**src/rtl/cpu_pkg.sv**
```systemverilog
// cpu_pkg: opcodes, FSM states and widths shared by the fetch/decode front end
// and control_block.
package cpu_pkg;

    localparam int OPC_W   = 4;
    localparam int INSTR_W = 16;

    localparam logic [OPC_W-1:0] OPC_PUSH      = 4'd0;
    localparam logic [OPC_W-1:0] OPC_POP       = 4'd1;
    localparam logic [OPC_W-1:0] OPC_SUB_SP    = 4'd2;
    localparam logic [OPC_W-1:0] OPC_CMP       = 4'd3;
    localparam logic [OPC_W-1:0] OPC_MOVS      = 4'd4;
    localparam logic [OPC_W-1:0] OPC_MOV       = 4'd5;
    localparam logic [OPC_W-1:0] OPC_LDR       = 4'd6;
    localparam logic [OPC_W-1:0] OPC_STR       = 4'd7;
    localparam logic [OPC_W-1:0] OPC_LDR_NOP   = 4'd8;
    localparam logic [OPC_W-1:0] OPC_ADD_SP    = 4'd9;
    localparam logic [OPC_W-1:0] OPC_BRANCH_NC = 4'd10;
    localparam logic [OPC_W-1:0] OPC_ADDS_3OP  = 4'd11;
    localparam logic [OPC_W-1:0] OPC_BRANCH_C  = 4'd12;
    localparam logic [OPC_W-1:0] OPC_STRB      = 4'd13;
    localparam logic [OPC_W-1:0] OPC_LDRB      = 4'd14;
    localparam logic [OPC_W-1:0] OPC_ADDS_2OP  = 4'd15;

    typedef enum logic [2:0] {
        ST_IDLE,
        ST_FETCH,
        ST_DECODE,
        ST_HOLD,
        ST_FLUSH,
        ST_TRAP
    } fd_state_e;

    // Field layout of a recognised encoding.
    typedef enum logic [2:0] {
        FORM_NONE,
        FORM_OFF,
        FORM_SP,
        FORM_IMM8,
        FORM_2REG,
        FORM_LS,
        FORM_3OP
    } form_e;

endpackage

```
**src/rtl/thumb16_decoder.sv**
```systemverilog
// thumb16_decoder: combinational Thumb-16 halfword to control_block opcode
// and register/immediate fields; first matching table entry wins.
module thumb16_decoder
    import cpu_pkg::*;
(
    input  logic [15:0] inst_i,
    output logic [3:0]  opcode_o,
    output logic [2:0]  rd_o,
    output logic [2:0]  rn_o,
    output logic [2:0]  rm_o,
    output logic [7:0]  imm8_o,
    output logic        illegal_o
);

    form_e form;

    // Priority match of the encoding table, selecting opcode and layout.
    always_comb begin
        form      = FORM_NONE;
        opcode_o  = OPC_PUSH;
        illegal_o = 1'b0;
        if (inst_i[15:9] == 7'b1011010) begin
            opcode_o = OPC_PUSH;      form = FORM_OFF;
        end else if (inst_i[15:9] == 7'b1011110) begin
            opcode_o = OPC_POP;       form = FORM_OFF;
        end else if (inst_i[15:7] == 9'b101100001) begin
            opcode_o = OPC_SUB_SP;    form = FORM_SP;
        end else if (inst_i[15:11] == 5'b00101) begin
            opcode_o = OPC_CMP;       form = FORM_IMM8;
        end else if (inst_i[15:11] == 5'b00100) begin
            opcode_o = OPC_MOVS;      form = FORM_IMM8;
        end else if (inst_i[15:8] == 8'b01000110) begin
            opcode_o = OPC_MOV;       form = FORM_2REG;
        end else if (inst_i[15:11] == 5'b01101) begin
            opcode_o = OPC_LDR;       form = FORM_LS;
        end else if (inst_i[15:11] == 5'b01100) begin
            opcode_o = OPC_STR;       form = FORM_LS;
        end else if (inst_i[15:11] == 5'b01001) begin
            opcode_o = OPC_LDR_NOP;   form = FORM_IMM8;
        end else if (inst_i[15:7] == 9'b101100000) begin
            opcode_o = OPC_ADD_SP;    form = FORM_SP;
        end else if (inst_i[15:11] == 5'b11100) begin
            opcode_o = OPC_BRANCH_NC; form = FORM_OFF;
        end else if (inst_i[15:9] == 7'b0001100) begin
            opcode_o = OPC_ADDS_3OP;  form = FORM_3OP;
        end else if (inst_i[15:12] == 4'b1101 && inst_i[11:9] != 3'b111) begin
            opcode_o = OPC_BRANCH_C;  form = FORM_OFF;
        end else if (inst_i[15:11] == 5'b01110) begin
            opcode_o = OPC_STRB;      form = FORM_LS;
        end else if (inst_i[15:11] == 5'b01111) begin
            opcode_o = OPC_LDRB;      form = FORM_LS;
        end else if (inst_i[15:11] == 5'b00110) begin
            opcode_o = OPC_ADDS_2OP;  form = FORM_IMM8;
        end else begin
            illegal_o = 1'b1;
        end
    end

    // Pull fields per layout; anything the layout does not use reads as 0.
    always_comb begin
        rd_o   = 3'd0;
        rn_o   = 3'd0;
        rm_o   = 3'd0;
        imm8_o = 8'd0;
        unique case (form)
            FORM_NONE: ;
            FORM_OFF:  imm8_o = inst_i[7:0];
            FORM_SP:   imm8_o = {1'b0, inst_i[6:0]};
            FORM_IMM8: begin
                rd_o   = inst_i[10:8];
                imm8_o = inst_i[7:0];
            end
            FORM_2REG: begin
                rd_o = inst_i[2:0];
                rn_o = inst_i[5:3];
            end
            FORM_LS: begin
                rd_o   = inst_i[2:0];
                rn_o   = inst_i[5:3];
                imm8_o = {3'b000, inst_i[10:6]};
            end
            FORM_3OP: begin
                rd_o = inst_i[2:0];
                rn_o = inst_i[5:3];
                rm_o = inst_i[8:6];
            end
            default: ;
        endcase
    end

endmodule

```
**src/rtl/instr_fetch_decode.sv**
```systemverilog
// instr_fetch_decode: single-outstanding Thumb-16 fetch with registered decode,
// stall hold and branch flush. Optional feature macro: ILLEGAL_TRAP_EN.
module instr_fetch_decode
    import cpu_pkg::*;
#(
    parameter int ADDR_W   = 8,
    parameter int RESET_PC = 0
) (
    input  logic              clk,
    input  logic              rst,
    output logic              imem_req,
    output logic [ADDR_W-1:0] imem_addr,
    input  logic              imem_ack,
    input  logic [15:0]       imem_rdata,
    input  logic              stall,
    input  logic              branch_taken,
    input  logic [ADDR_W-1:0] branch_target,
    output logic              instr_valid,
    output logic [3:0]        opcode,
    output logic [2:0]        rd,
    output logic [2:0]        rn,
    output logic [2:0]        rm,
    output logic [7:0]        imm8,
    output logic [ADDR_W-1:0] pc_out,
    output logic              illegal,
    output logic              trap
);

    localparam logic [ADDR_W-1:0] PC_RST = ADDR_W'(RESET_PC);
    localparam logic [ADDR_W-1:0] PC_ONE = ADDR_W'(1);

    fd_state_e         state_q, state_d;
    logic [ADDR_W-1:0] pc_q, pc_d;
    logic [ADDR_W-1:0] tgt_q, tgt_d;
    logic [ADDR_W-1:0] pc_out_q, pc_out_d;
    logic [3:0]        opcode_q, opcode_d;
    logic [2:0]        rd_q, rd_d, rn_q, rn_d, rm_q, rm_d;
    logic [7:0]        imm8_q, imm8_d;
    logic              illegal_q, illegal_d;
    logic              req_c;

    logic [3:0] dec_opcode;
    logic [2:0] dec_rd, dec_rn, dec_rm;
    logic [7:0] dec_imm8;
    logic       dec_illegal;

    thumb16_decoder u_dec (
        .inst_i    (imem_rdata),
        .opcode_o  (dec_opcode),
        .rd_o      (dec_rd),
        .rn_o      (dec_rn),
        .rm_o      (dec_rm),
        .imm8_o    (dec_imm8),
        .illegal_o (dec_illegal)
    );

    // Next state, fetch pointer and decode registers; branch outranks ack/stall.
    always_comb begin
        state_d   = state_q;
        pc_d      = pc_q;
        tgt_d     = tgt_q;
        pc_out_d  = pc_out_q;
        opcode_d  = opcode_q;
        rd_d      = rd_q;
        rn_d      = rn_q;
        rm_d      = rm_q;
        imm8_d    = imm8_q;
        illegal_d = 1'b0;
        req_c     = 1'b0;
        unique case (state_q)
            ST_IDLE, ST_FETCH: begin
                req_c   = 1'b1;
                state_d = ST_FETCH;
                if (branch_taken) begin
                    if (imem_ack) begin
                        pc_d = branch_target;
                    end else begin
                        tgt_d   = branch_target;
                        state_d = ST_FLUSH;
                    end
                end else if (imem_ack) begin
                    pc_out_d = pc_q;
                    if (dec_illegal) begin
                        illegal_d = 1'b1;
                        opcode_d  = 4'd0;
                        rd_d      = 3'd0;
                        rn_d      = 3'd0;
                        rm_d      = 3'd0;
                        imm8_d    = 8'd0;
`ifdef ILLEGAL_TRAP_EN
                        state_d   = ST_TRAP;
`else
                        pc_d      = pc_q + PC_ONE;
`endif
                    end else begin
                        opcode_d = dec_opcode;
                        rd_d     = dec_rd;
                        rn_d     = dec_rn;
                        rm_d     = dec_rm;
                        imm8_d   = dec_imm8;
                        state_d  = ST_DECODE;
                    end
                end
            end
            ST_DECODE, ST_HOLD: begin
                if (branch_taken) begin
                    pc_d    = branch_target;
                    state_d = ST_FETCH;
                end else if (!stall) begin
                    pc_d    = pc_q + PC_ONE;
                    state_d = ST_FETCH;
                end else begin
                    state_d = ST_HOLD;
                end
            end
            ST_FLUSH: begin
                // Old request stays on the bus until acked; its data is dropped.
                req_c = 1'b1;
                if (imem_ack) begin
                    pc_d    = branch_taken ? branch_target : tgt_q;
                    state_d = ST_FETCH;
                end else if (branch_taken) begin
                    tgt_d = branch_target;
                end
            end
            ST_TRAP: ;
            default: state_d = ST_IDLE;
        endcase
    end

    // State and datapath registers with asynchronous reset.
    always_ff @(posedge clk or posedge rst) begin
        if (rst) begin
            state_q   <= ST_IDLE;
            pc_q      <= PC_RST;
            tgt_q     <= PC_RST;
            pc_out_q  <= PC_RST;
            opcode_q  <= 4'd0;
            rd_q      <= 3'd0;
            rn_q      <= 3'd0;
            rm_q      <= 3'd0;
            imm8_q    <= 8'd0;
            illegal_q <= 1'b0;
        end else begin
            state_q   <= state_d;
            pc_q      <= pc_d;
            tgt_q     <= tgt_d;
            pc_out_q  <= pc_out_d;
            opcode_q  <= opcode_d;
            rd_q      <= rd_d;
            rn_q      <= rn_d;
            rm_q      <= rm_d;
            imm8_q    <= imm8_d;
            illegal_q <= illegal_d;
        end
    end

    // IDLE already requests, so the request is masked while reset is held.
    assign imem_req    = req_c & ~rst;
    assign imem_addr   = pc_q;
    assign instr_valid = (state_q == ST_DECODE) || (state_q == ST_HOLD);
    assign opcode      = opcode_q;
    assign rd          = rd_q;
    assign rn          = rn_q;
    assign rm          = rm_q;
    assign imm8        = imm8_q;
    assign pc_out      = pc_out_q;
    assign illegal     = illegal_q;
`ifdef ILLEGAL_TRAP_EN
    assign trap        = (state_q == ST_TRAP);
`else
    assign trap        = 1'b0;
`endif

endmodule

```
**config.mk**
```make
export PLATFORM = sky130hd
export DESIGN_NAME = instr_fetch_decode
export DESIGN_NICKNAME = d
export VERILOG_FILES = /design/src/rtl/cpu_pkg.sv /design/src/rtl/thumb16_decoder.sv /design/src/rtl/instr_fetch_decode.sv
export SDC_FILE = /design/constraint.sdc
export NUM_CORES = 1
export LEC_CHECK = 0
export CORE_UTILIZATION = 53
export DETAILED_ROUTE_END_ITERATION = 10
export HOLD_SLACK_MARGIN = 0.12
export PLACE_DENSITY = 0.92
export SYNTH_ARGS = -nofsm -noshare
export SYNTH_HDL_FRONTEND = slang
export SYNTH_SLANG_ARGS = --single-unit
```
**constraint.sdc**
```tcl
create_clock -name clk -period 3.8 [get_ports clk]
set_input_delay 0.38 -clock clk [delete_from_list [all_inputs] [get_ports clk]]
set_output_delay 0.38 -clock clk [all_outputs]
set_load 0.02 [all_outputs]
```
After elaboration in Yosys (flattened, before gate mapping):

Cells that the tools add are included.

* register bits: 49
* input port bits: 29
* output and inout bits: 41

* add/subtract/negate cells: 1
* equal/unequal tests: 35
* muxes and demuxes: 83
* bitwise logic cells: 4
* reductions and logical operators: 14

Operators by type and width (number)
* $mux W8: 12
* $mux W3: 23
* $mux W4: 17
* $pmux W8 S3: 2
* $eq A5 B4 Y1 const B: 5
* $mux W1: 21
* $eq A9 B9 Y1 const B: 2
* $pmux W8 S2: 1
* $eq A3 B3 Y1 const B: 5
* $eq A5 B3 Y1 const B: 3
* $eq A7 B7 Y1 const B: 2
* $eq A3 B2 Y1 const B: 4
* $pmux W3 S4: 1
* $mux W2: 5
* $ne A2 B2 Y1 const B: 5
* $ne A3 B3 Y1 const B: 3
* $add A8 B1 Y8 const B: 1
* $eq A8 B7 Y1 const B: 1
* $eq A7 B4 Y1 const B: 1
* $eq A3 B1 Y1 const B: 2
* $pmux W3 S2: 1
* $reduce_or A2 Y1: 3
* $reduce_or A3 Y1: 2
* $eq A5 B5 Y1 const B: 1
* 12 further kinds: 14

Depth between registers and ports, before layout:

Gate-level depths: netlist of the first run.

* word-level depth: 21
* gate-level depth with buffers: 8

Hierarchy:

From an unflattened synthesis of the first run, not the netlist that was laid out.

* cells, all modules: 330
* area, all modules: 2941.6 um^2

Modules (own cells, without submodules)
* instr_fetch_decode: times used 1, cells an instance 229, area an instance 2327.2 um^2, seq. area each 1226.2 um^2
* thumb16_decoder: times used 1, cells an instance 101, area an instance 614.3 um^2, seq. area each 0.0 um^2

Worst setup path after synthesis of the first run:

No wires, ideal clock.

* kind: input -> output
* from: input rst
* to: output imem_req
* arrival time: 1.784 ns
* path slack: 1.636 ns
* stages on the path: 2
* cells stage by stage: inv_1 > and2_1

* longest elaborated chain between the ends: 2

RTL lines
* from (decl): line instr_fetch_decode.sv:10 `input logic rst,`
* $not A1 Y1: line instr_fetch_decode.sv:159 `assign imem_req = req_c & ~rst;`
* $and A1 B1 Y1: line instr_fetch_decode.sv:159
* to (decl): line instr_fetch_decode.sv:11 `output logic imem_req,`

Every way passes these cells.

Final worst setup path of the first run:

* from: input imem_rdata[12]
* to: register pc_q[3] (netlist: imem_addr[3])

* longest elaborated chain between the ends: 19

RTL lines
* from (decl): line instr_fetch_decode.sv:14 `input logic [15:0] imem_rdata,`
* $eq A5 B3 Y1: line thumb16_decoder.sv:52 `end else if (inst_i[15:11] == 5'b00110) begin`
* $mux W1: line thumb16_decoder.sv:52
* $mux W1: line thumb16_decoder.sv:50 `end else if (inst_i[15:11] == 5'b01111) begin`
* $mux W1: line thumb16_decoder.sv:48 `end else if (inst_i[15:11] == 5'b01110) begin`
* $mux W1: line thumb16_decoder.sv:46 `end else if (inst_i[15:12] == 4'b1101 && inst_i[11:9] != 3'b111) begin`
* $mux W1: line thumb16_decoder.sv:44 `end else if (inst_i[15:9] == 7'b0001100) begin`
* $mux W1: line thumb16_decoder.sv:42 `end else if (inst_i[15:11] == 5'b11100) begin`
* $mux W1: line thumb16_decoder.sv:40 `end else if (inst_i[15:7] == 9'b101100000) begin`
* [3 not listed]
* $mux W1: line thumb16_decoder.sv:32 `end else if (inst_i[15:8] == 8'b01000110) begin`
* $mux W1: line thumb16_decoder.sv:30 `end else if (inst_i[15:11] == 5'b00100) begin`
* $mux W1: line thumb16_decoder.sv:28 `end else if (inst_i[15:11] == 5'b00101) begin`
* $mux W1: line thumb16_decoder.sv:26 `end else if (inst_i[15:7] == 9'b101100001) begin`
* $mux W1: line thumb16_decoder.sv:24 `end else if (inst_i[15:9] == 7'b1011110) begin`
* $mux W1 (*): line thumb16_decoder.sv:22 `if (inst_i[15:9] == 7'b1011010) begin`
* $ne A3 B3 Y1 (no source line) (*)
* $reduce_and A5 Y1 (no source line) (*)
* to (signal assigned): line instr_fetch_decode.sv:146 `pc_q <= pc_d;`
* to (decl): line instr_fetch_decode.sv:33 `logic [ADDR_W-1:0] pc_q, pc_d;`

Every way passes the cells marked *; elsewhere a longest branch is shown, timed or not.
A chain may end at the register's enable or synchronous reset.

==> results of run 1 <==
-- critical path: stages --
cell                              delay (ns)
sky130_fd_sc_hd__clkdlybuf4s50_1        0.76
sky130_fd_sc_hd__nor3b_1                0.34
sky130_fd_sc_hd__nand4bb_1              0.21
sky130_fd_sc_hd__o211a_1                0.32
sky130_fd_sc_hd__nand3_2                0.13
sky130_fd_sc_hd__a21bo_1                0.37
sky130_fd_sc_hd__mux2_4                 0.34
-- metal layers --
metal | vias up | GRT usage [%] | part of all wire (%)
met5 | - | 0 | 0
met3 | 10 | 5.691 | 6.0
met2 | 105 | 42.04 | 50
met4 | 0 | 8.595 | 1.3
li1 | 1190 | - | -
met1 | 1221 | 33.86 | 42
-- per-stage QoR --
stage	util (%)	power, mW	area [um^2]	hold slack (ns)
2_1_floorplan	-	1.548	2789	0.4787
3_3_place_gp	68.66	1.958	3485	0.4589
3_5_place_dp	68.66	2.006	3485	0.4606
4_1_cts	70.54	2.331	3580	0.4882
5_1_grt	70.54	2.468	3580	0.5139
6_report	70.54	2.331	3580	0.4895
-- placed cells by master, fill, tap and decap left out, types with 8 or more instances in the layout --
master,instances
sky130_fd_sc_hd__mux2_2,8
sky130_fd_sc_hd__o21ai_0,20
sky130_fd_sc_hd__inv_1,9
sky130_fd_sc_hd__dfrtp_1,49
sky130_fd_sc_hd__nand2b_1,9
sky130_fd_sc_hd__clkdlybuf4s50_1,68
sky130_fd_sc_hd__o31ai_1,11
sky130_fd_sc_hd__a21oi_1,16
sky130_fd_sc_hd__nor2_1,21
sky130_fd_sc_hd__nand2_1,58
-- flip-flops by register name (all words and copies together) (netlist names) --
signal     count
state_q        3
rm             3
rd             3
imem_addr      8
rn             3
opcode         4
imm8           8
illegal        1
tgt_q          8
pc_out         8
-- area by class of cell --
type                       instances  area [um^2]  area share [%]
clock buffer                       5        68.82           1.922
clock inverter                     3        26.28          0.7340
inverter                          10        37.54           1.049
multi-input combinational        227         1430           39.95
sequential                        49         1226           34.25
tap                               70        87.58           2.447
timing repair buffer              71        703.2           19.64
-- worst paths after layout --
path                                 from           end  slack [ns]  depth (start not counted)
max                        imem_rdata[12]  imem_addr[3]        1.15                          7
min                               imm8[7]       imm8[7]        0.49                          2
max reg2reg                    state_q[2]         rd[1]        1.90                          6
min reg2reg                       imm8[7]       imm8[7]        0.49                          2
max in group asynchronous             rst     opcode[0]        2.80                          3
min in group asynchronous             rst         rn[0]        0.59                          3
-- where the power goes --
group	switching, mW	internal, mW	leakage [nW]
Sequential	0.180	0.718	0.620
Combinational	0.552	0.559	0.879
Clock	0.189	0.134	0.0423
-- logic make-up after synthesis --
logic type | after synthesis | synth area share [%]
other | 1 | 0.1345
XOR/XNOR | 7 | 2.198
AND/OR/NAND/NOR | 121 | 21.00
multiplexers | 17 | 7.537
AO/OA/AOI/OAI | 80 | 19.97
flip-flops | 49 | 43.97
buffers and inverters | 28 | 4.756
adder cells (fa/ha/maj) | 1 | 0.4486
==> results.rst, run 1 <==
.. list-table::
   :header-rows: 1

   * - Metric
     - Value
   * - Path category of the worst min-delay check
     - flop to flop
   * - Nets@finish
     - 394
   * - Largest buffer count on any clock path
     - 2
   * - Layout filler cell count
     - 403
   * - Pre-antenna DRT Iters
     - 5
   * - Remaining max-slew budget at the tightest pin
     - 56.40%
   * - Dpl hpwl
     - 5002 um
   * - Clock Sinks
     - 49
   * - Portion of the post-synthesis area used by sequential elements
     - 43.97%
   * - EDFF count, synth
     - 0
   * - Number of buffer cells added on primary ports
     - between 60 and 70
   * - Routed via count divided by cell count
     - 5.807
   * - Count of state elements after synthesis
     - 49
   * - Remaining antenna violation count
     - 0
   * - Ranking of synthesized cells by instance count
     - sky130_fd_sc_hd__nand2_1 (58), sky130_fd_sc_hd__dfrtp_1 (49), sky130_fd_sc_hd__nor2_1 (21)
   * - Antenna violations before repair
     - 0
   * - Cell types with the largest area share after synthesis
     - sky130_fd_sc_hd__dfrtp_1 (44%), sky130_fd_sc_hd__nand2_1 (7.8%), sky130_fd_sc_hd__o21ai_0 (3.6%)
   * - Worst IR Drop VDD
     - ~0.00036 V
   * - Hold buffers post-CTS
     - 0
   * - Yosys warning total
     - 0
   * - CTS tree
     - yes
   * - Gate count of the mapped netlist
     - 304
   * - Area of the mapped netlist
     - 2789 um^2
   * - DRC errors left
     - 0
   * - Average size of a mapped cell
     - 9.174 um^2
   * - Height of the die
     - 74.54 um
   * - Worst setup path class
     - primary input to flop
   * - Number of buffers added by the clock tree synthesis step
     - 5
   * - Data required time of the worst path
     - ~4.0 ns
   * - Top achievable clock speed
     - ~380 MHz
   * - Die W
     - between 70 and 80 um
   * - Top FF cell, synth
     - sky130_fd_sc_hd__dfrtp_1
   * - Final setup violating endpoints
     - 0
   * - RSZ-0062 raised after global routing
     - no
   * - Number of global-route vias before repair
     - 2296
   * - Type of origin of the critical path
     - primary input
   * - Count of unique library cells instantiated by Yosys
     - 57
   * - Setup total negative slack
     - 0 ns
   * - Die ar.
     - 5556 um^2
   * - Final clock skew
     - 0.01221 ns
   * - CTS Root Cell
     - sky130_fd_sc_hd__clkbuf_8
   * - Post-CTS repair timing setup buffer count
     - 0
   * - I/O pin count
     - 70
   * - Crit path setup slack, layout
     - 1.154 ns
   * - Pwr dens
     - roughly 650 nW/um^2
   * - GR Overflow Total
     - 0
   * - Post-detailed-route wirelength per cell
     - 15.78 um
   * - Total GRT Usage
     - 25.69%
   * - Source-to-sink clock delay at the later pin of the worst-skew pair
     - ~0.31 ns
   * - Arrival time at the worst endpoint
     - 2.85 ns
   * - Violation count after the first detailed-route iteration
     - 283
   * - Endpoint class of the critical path
     - flop
   * - Global-route wire length before repair
     - between 10000 and 15000 um
   * - Result of the run
     - completed
   * - Layout Cells excl Fill
     - 435
   * - Clock period minus worst slack
     - 2.646 ns
   * - Share of flip-flops with an asynchronous set or reset after synthesis
     - 100.0%
   * - Largest area contributor in the netlist
     - sky130_fd_sc_hd__dfrtp_1
   * - Net count of the mapped netlist
     - between 300 and 400
   * - Final hold viol count
     - 0
   * - Worst slack, placed
     - 0.8885 ns
   * - Placed cells
     - 427
   * - Maximum number of pins on one net before global-route repair
     - 50
   * - CTS clock-pin slew for the worst setup and hold paths
     - 0.10 ns
   * - Fraction of final layout cells with drive strength greater than 1
     - under 10%
   * - Diode count
     - 0
   * - Max-cap viol count
     - 0
   * - Yosys top cell area share
     - 43.97%
   * - Row count
     - 26
   * - Final Max Tran Viols
     - 0
   * - PostCTS Resize Cnt
     - 0
   * - Area grow syn2layout
     - 28.35%
   * - Leading cell type by number of instances after synthesis
     - sky130_fd_sc_hd__nand2_1
   * - Period utilisation layout
     - 69.64%
   * - Total number of vias
     - about 2500
   * - Maximum net fanout on the critical path
     - 14
   * - Transition at the pin with the smallest max-transition slack
     - approximately 0.65 ns
   * - H-tree depth
     - 2
   * - Core outline area
     - roughly 5100 um^2
   * - Wirelength, routed
     - 6863 um
   * - Final RePlAce weighted congestion
     - approximately 0.87
   * - Starting Density
     - between 50% and 60%
   * - Static Leak
     - ~1.5 nW
(Power assumes the default switching activity.)
==> run 2, diff against run 1 <==
CORE_UTILIZATION = 45   (was 53)
PLACE_DENSITY = 0.84   (was 0.92)
clock period = 2.2 ns   (was 3.8 ns; I/O delays follow)
==> results.rst, run 2 (same netlist as run 1, synthesis figures left out) <==
.. list-table::
   :header-rows: 1

   * - Metric
     - Value
   * - Post-layout total power
     - 4.048 mW (was 2.331 mW)
   * - Starting Density
     - 46.83% (was 54.96%)
   * - Antenna violations before repair
     - 0 (unchanged)
   * - Register-to-register setup slack
     - 0.40 ns (was 1.90 ns)
   * - Area grow syn2layout
     - 38.54% (was 28.35%)
   * - Wirelength, routed
     - 7395 um (was 6863 um)
   * - Worst IR Drop VDD
     - 0.0006011 V (was 0.0003619 V)
   * - Global-route wire length before repair
     - 12030 um (was 10720 um)
   * - Remaining max-slew budget at the tightest pin
     - 60.14% (was 56.40%)
   * - Final clock skew
     - 0.003673 ns (was 0.01221 ns)
   * - Row count
     - 28 (was 26)
   * - Height of the die
     - 80.73 um (was 74.54 um)
   * - Period utilisation layout
     - 96.51%
   * - Pre-antenna DRT Iters
     - 4 (was 5)
   * - Core outline area
     - 5956 um^2 (was 5075 um^2)
   * - Path category of the worst min-delay check
     - primary input to async pin (was flop to flop)
   * - Met3 track demand over resource in global routing
     - 3.977% (was 5.691%)
   * - Startpoint of the worst setup timing path
     - imem_rdata[14] (was imem_rdata[12])
   * - RSZ-0062 raised after global routing
     - no (unchanged)
   * - Worst slack, placed
     - -0.2813 ns (was 0.8885 ns)
   * - Most used routing layer
     - met2 (unchanged)
   * - Die W
     - 80.73 um (was 74.54 um)
   * - Met2 usage
     - 40.00% (was 42.04%)
   * - Post-CTS repair timing setup buffer count
     - 0 (unchanged)
   * - Nets@finish
     - 431 (was 394)
   * - DRC errors left
     - 0 (unchanged)
   * - GR Overflow Total
     - 0 (unchanged)
   * - Dpl hpwl
     - 5692 um (was 5002 um)
   * - H-tree depth
     - 2 (unchanged)
   * - Total GRT Usage
     - 23.96% (was 25.69%)
   * - Final hold viol count
     - 0 (unchanged)
   * - Worst-case reg-to-reg path depth
     - 5 (was 6)
   * - Result of the run
     - completed (unchanged)
   * - Minimum hold slack
     - 0.4703 ns (was 0.4895 ns)
   * - Max-cap viol count
     - 0 (unchanged)
   * - Transition at the pin with the smallest max-transition slack
     - 0.5980 ns (was 0.6519 ns)
   * - Worst r2r src
     - state_q[1] (was state_q[2])
   * - Placed standard-cell area
     - 3769 um^2 (was 3485 um^2)
   * - Routed via count divided by cell count
     - 5.535 (was 5.807)
   * - Violation count after the first detailed-route iteration
     - 205 (was 283)
   * - Most frequent cells in the layout
     - sky130_fd_sc_hd__clkdlybuf4s50_1 (67), sky130_fd_sc_hd__nand2_1 (58), sky130_fd_sc_hd__dfrtp_1 (49), sky130_fd_sc_hd__buf_4 (40), sky130_fd_sc_hd__nor2_1 (21) (was sky130_fd_sc_hd__clkdlybuf4s50_1 (68), sky130_fd_sc_hd__nand2_1 (58), sky130_fd_sc_hd__dfrtp_1 (49), sky130_fd_sc_hd__nor2_1 (21), sky130_fd_sc_hd__o21ai_0 (20))
   * - Total number of vias
     - 2640 (was 2526)
   * - CTS tree
     - yes (unchanged)
   * - Final Max Tran Viols
     - 0 (unchanged)
   * - Arrival time at the worst endpoint
     - 2.31 ns (was 2.85 ns)
   * - Largest buffer count on any clock path
     - 2 (unchanged)
   * - Commonest non-fill, non-tap cell in the layout
     - sky130_fd_sc_hd__clkdlybuf4s50_1 (unchanged)
   * - Layout Cells excl Fill
     - 477 (was 435)
   * - Endpoint class of the critical path
     - flop (unchanged)
   * - Final setup violating endpoints
     - 0 (unchanged)
   * - Type of origin of the critical path
     - primary input (unchanged)
   * - Clock Sinks
     - 49 (unchanged)
   * - CTS Root Cell
     - sky130_fd_sc_hd__clkbuf_8 (unchanged)
   * - GR Util met1
     - 30.82% (was 33.86%)
   * - Remaining antenna violation count
     - 0 (unchanged)
   * - Fraction of final layout cells with drive strength greater than 1
     - 17.91% (was 9.315%)
   * - Number of global-route vias before repair
     - 2569 (was 2296)
   * - Post-route cell area
     - 3864 um^2 (was 3580 um^2)
   * - Hold buffers post-CTS
     - 0 (unchanged)
   * - Final RePlAce weighted congestion
     - 1.018 (was 0.8660)
   * - Post-detailed-route wirelength per cell
     - 15.50 um (was 15.78 um)
   * - Clock period minus worst slack
     - ~2.1 ns
   * - CTS clock-pin slew for the worst setup and hold paths
     - 0.09 ns (was 0.10 ns)
   * - Data required time of the worst path
     - 2.38 ns (was 4.01 ns)
   * - Static Leak
     - 1.728 nW (was 1.541 nW)
   * - Termination of the worst setup path
     - imem_addr[6] (was imem_addr[3])
   * - Placed cells
     - 469 (was 427)
   * - Top achievable clock speed
     - around 470 MHz
   * - Maximum number of pins on one net before global-route repair
     - 50 (unchanged)
   * - Source-to-sink clock delay at the later pin of the worst-skew pair
     - 0.29 ns (was 0.31 ns)
   * - Diode count
     - 0 (unchanged)
   * - Number of buffers added by the clock tree synthesis step
     - 5 (unchanged)
   * - Die ar.
     - 6517 um^2 (was 5556 um^2)
   * - Maximum net fanout on the critical path
     - 8 (was 14)
   * - Crit path setup slack, layout
     - 0.07677 ns (was 1.154 ns)
   * - I/O pin count
     - 70 (unchanged)
   * - Number of buffer cells added on primary ports
     - 68 (unchanged)
   * - Worst setup path class
     - primary input to flop (unchanged)
   * - Pwr dens
     - 1048 nW/um^2 (was 651.2 nW/um^2)
   * - Worst r2r dst
     - imem_addr[6] (was rd[1])
run 2: area by class of cell:
class	count	area (um^2)
Inverter	10	37.54
Timing Repair Buffer	108	983.4
Tap cell	75	93.84
Clock buffer	6	72.57
Fill cell	503	2092
Sequential cell	49	1226
Clock inverter	2	13.76
Multi-Input combinational cell	227	1436
run 2: how the worst min path moves through the flow:
stage                   end  slack, ns
6_report       imem_addr[3]       0.47
2_1_floorplan         rm[2]       0.36
4_1_cts           pc_out[4]       0.48
5_1_grt        imem_addr[5]       0.51
3_5_place_dp      pc_out[4]       0.46
3_3_place_gp        imm8[6]       0.46
run 2: where the power goes:
group / switching (mW) / internal, mW
Clock: 0.292 / 0.227
Sequential: 0.314 / 1.24
Combinational: 0.956 / 1.02
run 2: per-layer routing:
metal | wire length [um] | part of all wire (%)
met1 | 3145 | 43
met2 | 3634 | 49
met3 | 445 | 6.0
met4 | 169 | 2.3
met5 | 0 | 0
run 2: critical path, stage by stage:
cell and delay [ns]:
sky130_fd_sc_hd__clkdlybuf4s50_1 0.51, sky130_fd_sc_hd__nor3b_1 0.38, sky130_fd_sc_hd__nand4bb_1 0.18, sky130_fd_sc_hd__o211a_1 0.30
sky130_fd_sc_hd__nand3_2 0.10, sky130_fd_sc_hd__a21bo_2 0.28, sky130_fd_sc_hd__mux2_4 0.33
run 2: what timing repair did:
action	4_1_cts	5_1_grt
endpoints found under the hold margin	0	0
setup endpoints to repair	0	17
gates resized for setup	0	3
run 2: stage by stage:
stage	setup TNS [ns]	utilization [%]
2_1_floorplan	0	-
3_3_place_gp	-3.086	63.28
3_5_place_dp	-3.949	63.28
4_1_cts	0	64.73
5_1_grt	0	64.87
6_report	0	64.87
